==> config.mk <==
export PLATFORM = sky130hd
export DESIGN_NAME = ysyx_25040105_mem_arb
export DESIGN_NICKNAME = d
export VERILOG_FILES = /design/src/rtl/ysyx_25040105_mem_arb.sv
export SDC_FILE = /design/constraint.sdc
export NUM_CORES = 1
export LEC_CHECK = 0
export ABC_AREA = 1
export BUFFER_PORTS_ARGS = -buffer_cell sky130_fd_sc_hd__buf_2
export CORE_ASPECT_RATIO = 0.9
export CORE_MARGIN = 4
export CORE_UTILIZATION = 25
export DETAILED_ROUTE_END_ITERATION = 7
export SYNTH_ARGS = -nofsm -noshare
export SYNTH_HDL_FRONTEND = slang
export SYNTH_SLANG_ARGS = --single-unit
==> constraint.sdc <==
create_clock -name clk -period 3.9 [get_ports clk]
set_input_delay 0 -clock clk [delete_from_list [all_inputs] [get_ports clk]]
set_output_delay 0 -clock clk [all_outputs]
set_load 0.02 [all_outputs]
==> src/rtl/ysyx_25040105_mem_arb.sv <==
// Two-master (IFU/LSU), one-slave memory arbiter.
// One outstanding transaction at a time. Round-robin on conflict.
// A per-transaction timeout returns an error response to the owner.
module ysyx_25040105_mem_arb #(
  parameter int TIMEOUT = 255,
  parameter int CNT_W   = 8
) (
  input  logic        clk,
  input  logic        rst,
  input  logic        ifu_req_valid,
  output logic        ifu_req_ready,
  input  logic [31:0] ifu_req_addr,
  output logic        ifu_resp_valid,
  output logic [31:0] ifu_resp_data,
  output logic        ifu_resp_err,
  input  logic        lsu_req_valid,
  output logic        lsu_req_ready,
  input  logic [31:0] lsu_req_addr,
  input  logic        lsu_req_wen,
  input  logic [31:0] lsu_req_wdata,
  input  logic [3:0]  lsu_req_wmask,
  output logic        lsu_resp_valid,
  output logic [31:0] lsu_resp_data,
  output logic        lsu_resp_err,
  output logic        mem_req_valid,
  input  logic        mem_req_ready,
  output logic [31:0] mem_req_addr,
  output logic        mem_req_wen,
  output logic [31:0] mem_req_wdata,
  output logic [3:0]  mem_req_wmask,
  input  logic        mem_resp_valid,
  input  logic [31:0] mem_resp_data,
  input  logic        mem_resp_err,
  output logic        busy,
  output logic        owner
);

  typedef enum logic [1:0] {
    S_IDLE = 2'd0,
    S_REQ  = 2'd1,
    S_WAIT = 2'd2,
    S_RESP = 2'd3
  } state_t;

  // Last counter value before the timeout fires; unused when TIMEOUT == 0.
  localparam bit             TO_EN   = (TIMEOUT != 0);
  localparam logic [CNT_W-1:0] TO_LAST = CNT_W'(TIMEOUT - 1);

  state_t             r_state;
  state_t             w_next_state;
  logic               r_owner;      // 0 = IFU, 1 = LSU; doubles as last_grant
  logic [CNT_W-1:0]   r_cnt;
  logic [31:0]        r_addr;
  logic               r_wen;
  logic [31:0]        r_wdata;
  logic [3:0]         r_wmask;
  logic [31:0]        r_rdata;
  logic               r_err;

  logic               w_grant_ifu;
  logic               w_grant_lsu;
  logic               w_timeout;
  logic               w_resp_take;
  logic               w_to_fire;

  // LSU wins a conflict when IFU was granted last; grants are suppressed while reset is held.
  assign w_grant_lsu = rst && (r_state == S_IDLE) && lsu_req_valid
                       && (!ifu_req_valid || !r_owner);
  assign w_grant_ifu = rst && (r_state == S_IDLE) && ifu_req_valid && !w_grant_lsu;

  assign w_timeout   = TO_EN && (r_cnt == TO_LAST);
  assign w_resp_take = (r_state == S_WAIT) && mem_resp_valid;
  // A handshake or response in the last allowed cycle beats the timeout.
  assign w_to_fire   = w_timeout &&
                       (((r_state == S_REQ)  && !mem_req_ready) ||
                        ((r_state == S_WAIT) && !mem_resp_valid));

  // State register.
  always_ff @(posedge clk or negedge rst) begin
    if (!rst) r_state <= S_IDLE;
    else      r_state <= w_next_state;
  end

  // Next-state logic and control outputs.
  always_comb begin
    w_next_state   = r_state;
    ifu_req_ready  = 1'b0;
    lsu_req_ready  = 1'b0;
    mem_req_valid  = 1'b0;
    ifu_resp_valid = 1'b0;
    lsu_resp_valid = 1'b0;
    ifu_resp_err   = 1'b0;
    lsu_resp_err   = 1'b0;
    busy           = (r_state != S_IDLE);
    case (r_state)
      S_IDLE: begin
        ifu_req_ready = w_grant_ifu;
        lsu_req_ready = w_grant_lsu;
        if (w_grant_ifu || w_grant_lsu) w_next_state = S_REQ;
      end
      S_REQ: begin
        mem_req_valid = 1'b1;
        if (mem_req_ready)  w_next_state = S_WAIT;
        else if (w_to_fire) w_next_state = S_RESP;
      end
      S_WAIT: begin
        if (mem_resp_valid) w_next_state = S_RESP;
        else if (w_to_fire) w_next_state = S_RESP;
      end
      S_RESP: begin
        ifu_resp_valid = !r_owner;
        lsu_resp_valid = r_owner;
        ifu_resp_err   = !r_owner && r_err;
        lsu_resp_err   = r_owner && r_err;
        w_next_state   = S_IDLE;
      end
      default: w_next_state = S_IDLE;
    endcase
  end

  // Latch the granted request; IFU fetches are forced to read with no strobes.
  always_ff @(posedge clk or negedge rst) begin
    if (!rst) begin
      r_owner <= 1'b0;
      r_addr  <= '0;
      r_wen   <= 1'b0;
      r_wdata <= '0;
      r_wmask <= '0;
    end else if (w_grant_lsu) begin
      r_owner <= 1'b1;
      r_addr  <= lsu_req_addr;
      r_wen   <= lsu_req_wen;
      r_wdata <= lsu_req_wdata;
      r_wmask <= lsu_req_wmask;
    end else if (w_grant_ifu) begin
      r_owner <= 1'b0;
      r_addr  <= ifu_req_addr;
      r_wen   <= 1'b0;
      r_wdata <= '0;
      r_wmask <= '0;
    end
  end

  // Timeout counter: cleared on grant, counts every REQ and WAIT cycle.
  always_ff @(posedge clk or negedge rst) begin
    if (!rst) begin
      r_cnt <= '0;
    end else if (w_grant_ifu || w_grant_lsu) begin
      r_cnt <= '0;
    end else if ((r_state == S_REQ) || (r_state == S_WAIT)) begin
      r_cnt <= r_cnt + 1'b1;
    end
  end

  // Response capture: slave data/err, or a zero-data error on timeout.
  always_ff @(posedge clk or negedge rst) begin
    if (!rst) begin
      r_rdata <= '0;
      r_err   <= 1'b0;
    end else if (w_resp_take) begin
      r_rdata <= mem_resp_data;
      r_err   <= mem_resp_err;
    end else if (w_to_fire) begin
      r_rdata <= '0;
      r_err   <= 1'b1;
    end
  end

  assign mem_req_addr  = r_addr;
  assign mem_req_wen   = r_wen;
  assign mem_req_wdata = r_wdata;
  assign mem_req_wmask = r_wmask;
  assign ifu_resp_data = r_rdata;
  assign lsu_resp_data = r_rdata;
  assign owner         = r_owner;

endmodule

Word-level counts from Yosys, hierarchy flattened
Index checks and enable logic that the tools add are counted.
{ "classes": {"n_addsub": 1, "eq_ne": 5, "muxes": 27, "n_reduce_logical": 25} }
{ "op_table": {"columns": ["cell", "count"], "rows": [
  ["$mux W32", 6],
  ["$mux W8", 2],
  ["$mux W1", 12],
  ["$logic_and A1 B1 Y1", 11],
  ["$add A8 B1 Y8 const B", 1],
  ["$eq A8 B8 Y1 const B", 1],
  ["$mux W2", 4],
  ["$mux W4", 2],
  ["$pmux W2 S4", 1],
  ["$reduce_bool A2 Y1", 4],
  ["$logic_not A1 Y1", 5],
  ["$eq A2 B2 Y1 const B", 2],
  ["$logic_or A1 B1 Y1", 4],
  ["$eq A2 B1 Y1 const B", 1],
  ["$logic_not A2 Y1", 1],
  ["$ne A2 B1 Y1 const B", 1]
]} }
{ "word_totals": {"regBits": 113, "in_bits": 140} }

Logic depth before layout (Yosys ltp)
{ "depth": {"word_depth": 9, "ltp_mapped": 11, "mapped_depth_nobuf": 10} }

Worst setup path before layout
No wires, ideal clock.
{ "synth_timing": {"path_type": "register to register", "from": "register r_state[0]", "to": "register r_wdata[0] (netlist: mem_req_wdata[0])", "setup_ns": 0.121, "t_arrival_ns": 1.451, "path_slack_ns": 2.328, "stages_incl_launch_ff": 9, "path_buffers": 2, "cell_sequence": "dfrtp_1 > inv_1 > ha_1 > nand3_1 > nand2_1 > inv_2 > buf_6 > buf_6 > a22o_1"} }
{ "synth_via": {"elab_chain_len": 7, "elab_cells_between_ends": 9, "classes_between": "1 x mux; 8 x reduce/logical"} }
{ "synth_lines": {"columns": ["element", "line", "rtl"], "rows": [
  ["start, declared", "49", "state_t r_state;"],
  ["start signal, assigned", "81", "else r_state <= w_next_state;"],
  ["$logic_not A2 Y1 (*)", "67, 69", null],
  ["$logic_and A1 B1 Y1 (*)", "67, 69", null],
  ["$logic_and A1 B1 Y1", "67", "assign w_grant_lsu = rst && (r_state == S_IDLE) && lsu_req_valid"],
  ["$logic_and A1 B1 Y1", "68", "&& (!ifu_req_valid || !r_owner);"],
  ["$logic_not A1 Y1", "69", "assign w_grant_ifu = rst && (r_state == S_IDLE) && ifu_req_valid && !w_grant_lsu;"],
  ["$logic_and A1 B1 Y1", "69", null],
  ["$reduce_bool A2 Y1 (no source line)", null, null],
  ["end signal, assigned", "133", "r_wdata <= lsu_req_wdata;"],
  ["end, declared", "55", "logic [31:0] r_wdata;"]
]} }
Mark *: on every way between the ends. The rest lies on a longest branch, timed or not.
A chain may end at the register's enable or synchronous reset.

Worst setup path after layout
{ "layout_timing": {"from": "register r_state[0]", "to": "register r_addr[12] (netlist: mem_req_addr[12])"} }
{ "layout_via": {"elab_chain_len": 7, "elab_cells_between_ends": 9, "classes_between": "1 x mux; 8 x reduce/logical"} }
{ "layout_lines": {"columns": ["element", "line", "rtl"], "rows": [
  ["$logic_not A2 Y1 (*)", "67, 69", null],
  ["$logic_and A1 B1 Y1 (*)", "67, 69", null],
  ["$logic_and A1 B1 Y1", "67", null],
  ["$logic_and A1 B1 Y1", "68", null],
  ["$logic_not A1 Y1", "69", null],
  ["$logic_and A1 B1 Y1", "69", null],
  ["$reduce_bool A2 Y1 (no source line)", null, null],
  ["end signal, assigned", "131", "r_addr <= lsu_req_addr;"],
  ["end signal, assigned", "137", "r_addr <= ifu_req_addr;"],
  ["end, declared", "53", "logic [31:0] r_addr;"]
]} }
Marks and branches as above.

==> results_dict.tcl <==
set metrics [dict create \
    multi_input_area_um2 1690 \
    yosys_warnings 0 \
    critPathMaxStageDelay_ps 560 \
    avgViaCountPerCell 4.45 \
    cts.path.max_buffers 2 \
    slew_viol_final 0 \
    initial_core_util 0.258 \
    cts_buffers 17 \
    io_pins 282 \
    status "finished clean" \
    synth_fp_nets 683 \
    gp_congestion 0.773 \
    worst-setup-path-type "flip-flop to flip-flop" \
    worstPathRequired_ps 4190 \
    cp.arrival_ps 3290 \
    numPlacedInstances 1008 \
    synth_cell_types 23 \
    die_h_um 142 \
    p_leak_uw 0.00452 \
    fin_skew_ps 9.61 \
    drive_gt1_frac 0.350 \
    cts-root-buf "clkbuf_16" \
    antenna_found_initial 0 \
    vdd_drop_max_mv 0.405 \
    grt_max_degree 67 \
    place_hpwl_um 11000 \
    instances_no_fill 1176 \
    gr-total-overflow 0 \
    syn-mean-instance-area_um2 9.38 \
    fin_setup_tns_ps 0 \
    maxSlewHeadroom 0.430 \
    cts_tree "yes" \
    hp-class "primary input to flip-flop" \
    syn_to_final_growth_pct 66.9 \
    cts_setup_buffers 0 \
    synth_top_cell_by_area "dfrtp_1" \
    htreeDepth 4 \
    ys_seq_area_frac 0.563 \
    hold_viol 0 \
    fp.coreArea_um2 19500 \
    antennaDiodeCount 0 \
    fp.dieW_um 157 \
    fmax_ghz 0.334 \
    worstMarginPinSlew_ps 855 \
    fin_crit_ps 3000 \
    synth_seq_cells 113 \
    drt-initial-drc-count 297 \
    final_common_cell "buf_2" \
    grt_pass1_vias 5388 \
    dieArea_um2 22400 \
    slowest_stage "dlygate4sd3_1" \
    finalSetupViolCount 0 \
    post_drt_wl_per_cell_um 14.4 \
    fin_crit_sh 0.769 \
    rows 48 \
    path_cells "inv_1 -> ha_1 -> nand3_1 -> nand2_1 -> buf_4 -> inv_2 -> buf_4 -> nand2_1 -> nand3_1 -> dlygate4sd3_1" \
    netlist_area_um2 5020 \
    grt_pass1_wl_um 26800 \
    synth_top_cell_area_share 0.563 \
    wl_um 17000 \
    fillCellCount 1835 \
    cts.sinks 113 \
    firstDrtPassIters 4 \
    synth_cells 535 \
    port_buffers 281 \
    finalNetCount 1061 \
    num_vias 5230 \
    cp-start-kind "flip-flop" \
    cap_viol_max_count 0 \
    drtAntennaViolNets 0 \
    powerDensity_nw_per_um2 816 \
    layout_common_cells "280 x buf_2, 157 x nand2_1, 136 x dlygate4sd3_1" \
    drc 0 \
    critical_path.top_delay_family "buffers and inverters" \
    clk-insertion-delay-late_ps 410 \
    crit_buf_inv 5 \
    synth_area_leaders "dfrtp_1 56%, nand2_1 12%, nand3_1 10%" \
    clkSlewWorstSetupHoldPaths_ps 60 \
    cp_max_fo 38 \
    grtUsageTotal 0.148 \
    rsz0062_at_grt "no" \
    seqCellArea_um2 2830 \
    crit_path_end_kind "flip-flop" \
]
==> tightest hold or removal path: cells and delay by family <==
| kind | cells | cell delay [ps] |
|---|---|---|
| compound gates | 2 | 290 |
| buf+inv | 1 | 120 |
==> cells by family after synthesis <==
group / share of synthesized area
compound gates: 0.0765
xor+xnor: 0.00175
fa+ha+maj: 0.0199
buf+inv: 0.100
flops: 0.563
simple gates: 0.238
==> synth_stat cells (all sizes together) <==
| cell | number |
|---|---|
| dfrtp | 113 |
| a22o | 37 |
| a21oi | 5 |
| nand3 | 103 |
| inv | 23 |
| nand2 | 157 |
| clkbuf | 8 |
| o31ai | 1 |
| xor2 | 1 |
| ha | 8 |
| nor2 | 12 |
| nand4 | 1 |
| o21ai | 2 |
| nor4 | 1 |
| a31oi | 1 |
| nor3 | 4 |
| nor3b | 1 |
| buf | 57 |
==> registers in the layout (all words and copies together), names as in the netlist <==
| name | count |
|---|---|
| r_err | 1 |
| mem_req_wmask | 4 |
| owner | 1 |
| ifu_resp_data | 32 |
| mem_req_wdata | 32 |
| r_state | 2 |
| mem_req_wen | 1 |
| mem_req_addr | 32 |
| r_cnt | 8 |
==> metal layers <==
layer  vias up  track usage  routed length [um]
met2       272        0.255                8170
met4         0       0.0521                 284
met1      2435        0.175                6920
li1       2502            -                   -
met5         -            0                   0
met3        21       0.0474                1580
==> repair_timing <==
item,in CTS,in global routing
hold buffers,136,0
resized for setup,0,0
hold endpoints to repair,168,0
==> final cells by class <==
| cell class | count | share of cell area |
|---|---|---|
| sequential | 113 | 0.338 |
| clock inverter | 12 | 0.0218 |
| multi-input combinational | 334 | 0.201 |
| clock buffer | 20 | 0.0545 |
| inverter | 23 | 0.0103 |
| timing repair buffer | 424 | 0.337 |
| tap | 250 | 0.0373 |
==> power by group <==
part | switching, uW | total [uW] | internal, uW
Clock | 553 | 1660 | 1110
Combinational | 1840 | 3090 | 1240
Sequential | 374 | 2090 | 1720
Total | 2770 | 6840 | 4070
==> through the flow <==
step	setup WS, ps	utilization	area [um^2]	hold slack (ps)	total power [uW]
finish	903	0.430	8380	50.8	6840
global route	673	0.430	8380	44.2	7270
CTS	933	0.430	8380	36.6	6880
detailed placement	1420	0.328	6380	222	4820
global placement	1490	0.328	6380	217	4790
floorplan	2330	-	5020	-296	3980
==> path summary, 6_finish.rpt <==
| kind | start | endpoint | slack [ps] | cells after the start |
|---|---|---|---|---|
| worst max-delay path | r_state[0]$_DFFE_PN0P_ | mem_req_addr[12]$_DFFE_PN0N_ | 900 | 10 |
| worst min-delay path | ifu_req_valid | mem_req_wmask[0]$_DFFE_PN0N_ | 50 | 3 |
| worst max register to register | r_state[0]$_DFFE_PN0P_ | mem_req_addr[12]$_DFFE_PN0N_ | 900 | 10 |
| worst min register to register | ifu_resp_data[1]$_DFFE_PN0P_ | ifu_resp_data[1]$_DFFE_PN0P_ | 490 | 2 |
| max in group asynchronous | rst | mem_req_addr[31]$_DFFE_PN0N_ | 2330 | 4 |
| min in group asynchronous | rst | ifu_resp_data[16]$_DFFE_PN0P_ | 460 | 3 |
No activity file was read; power rests on OpenSTA's default activity.
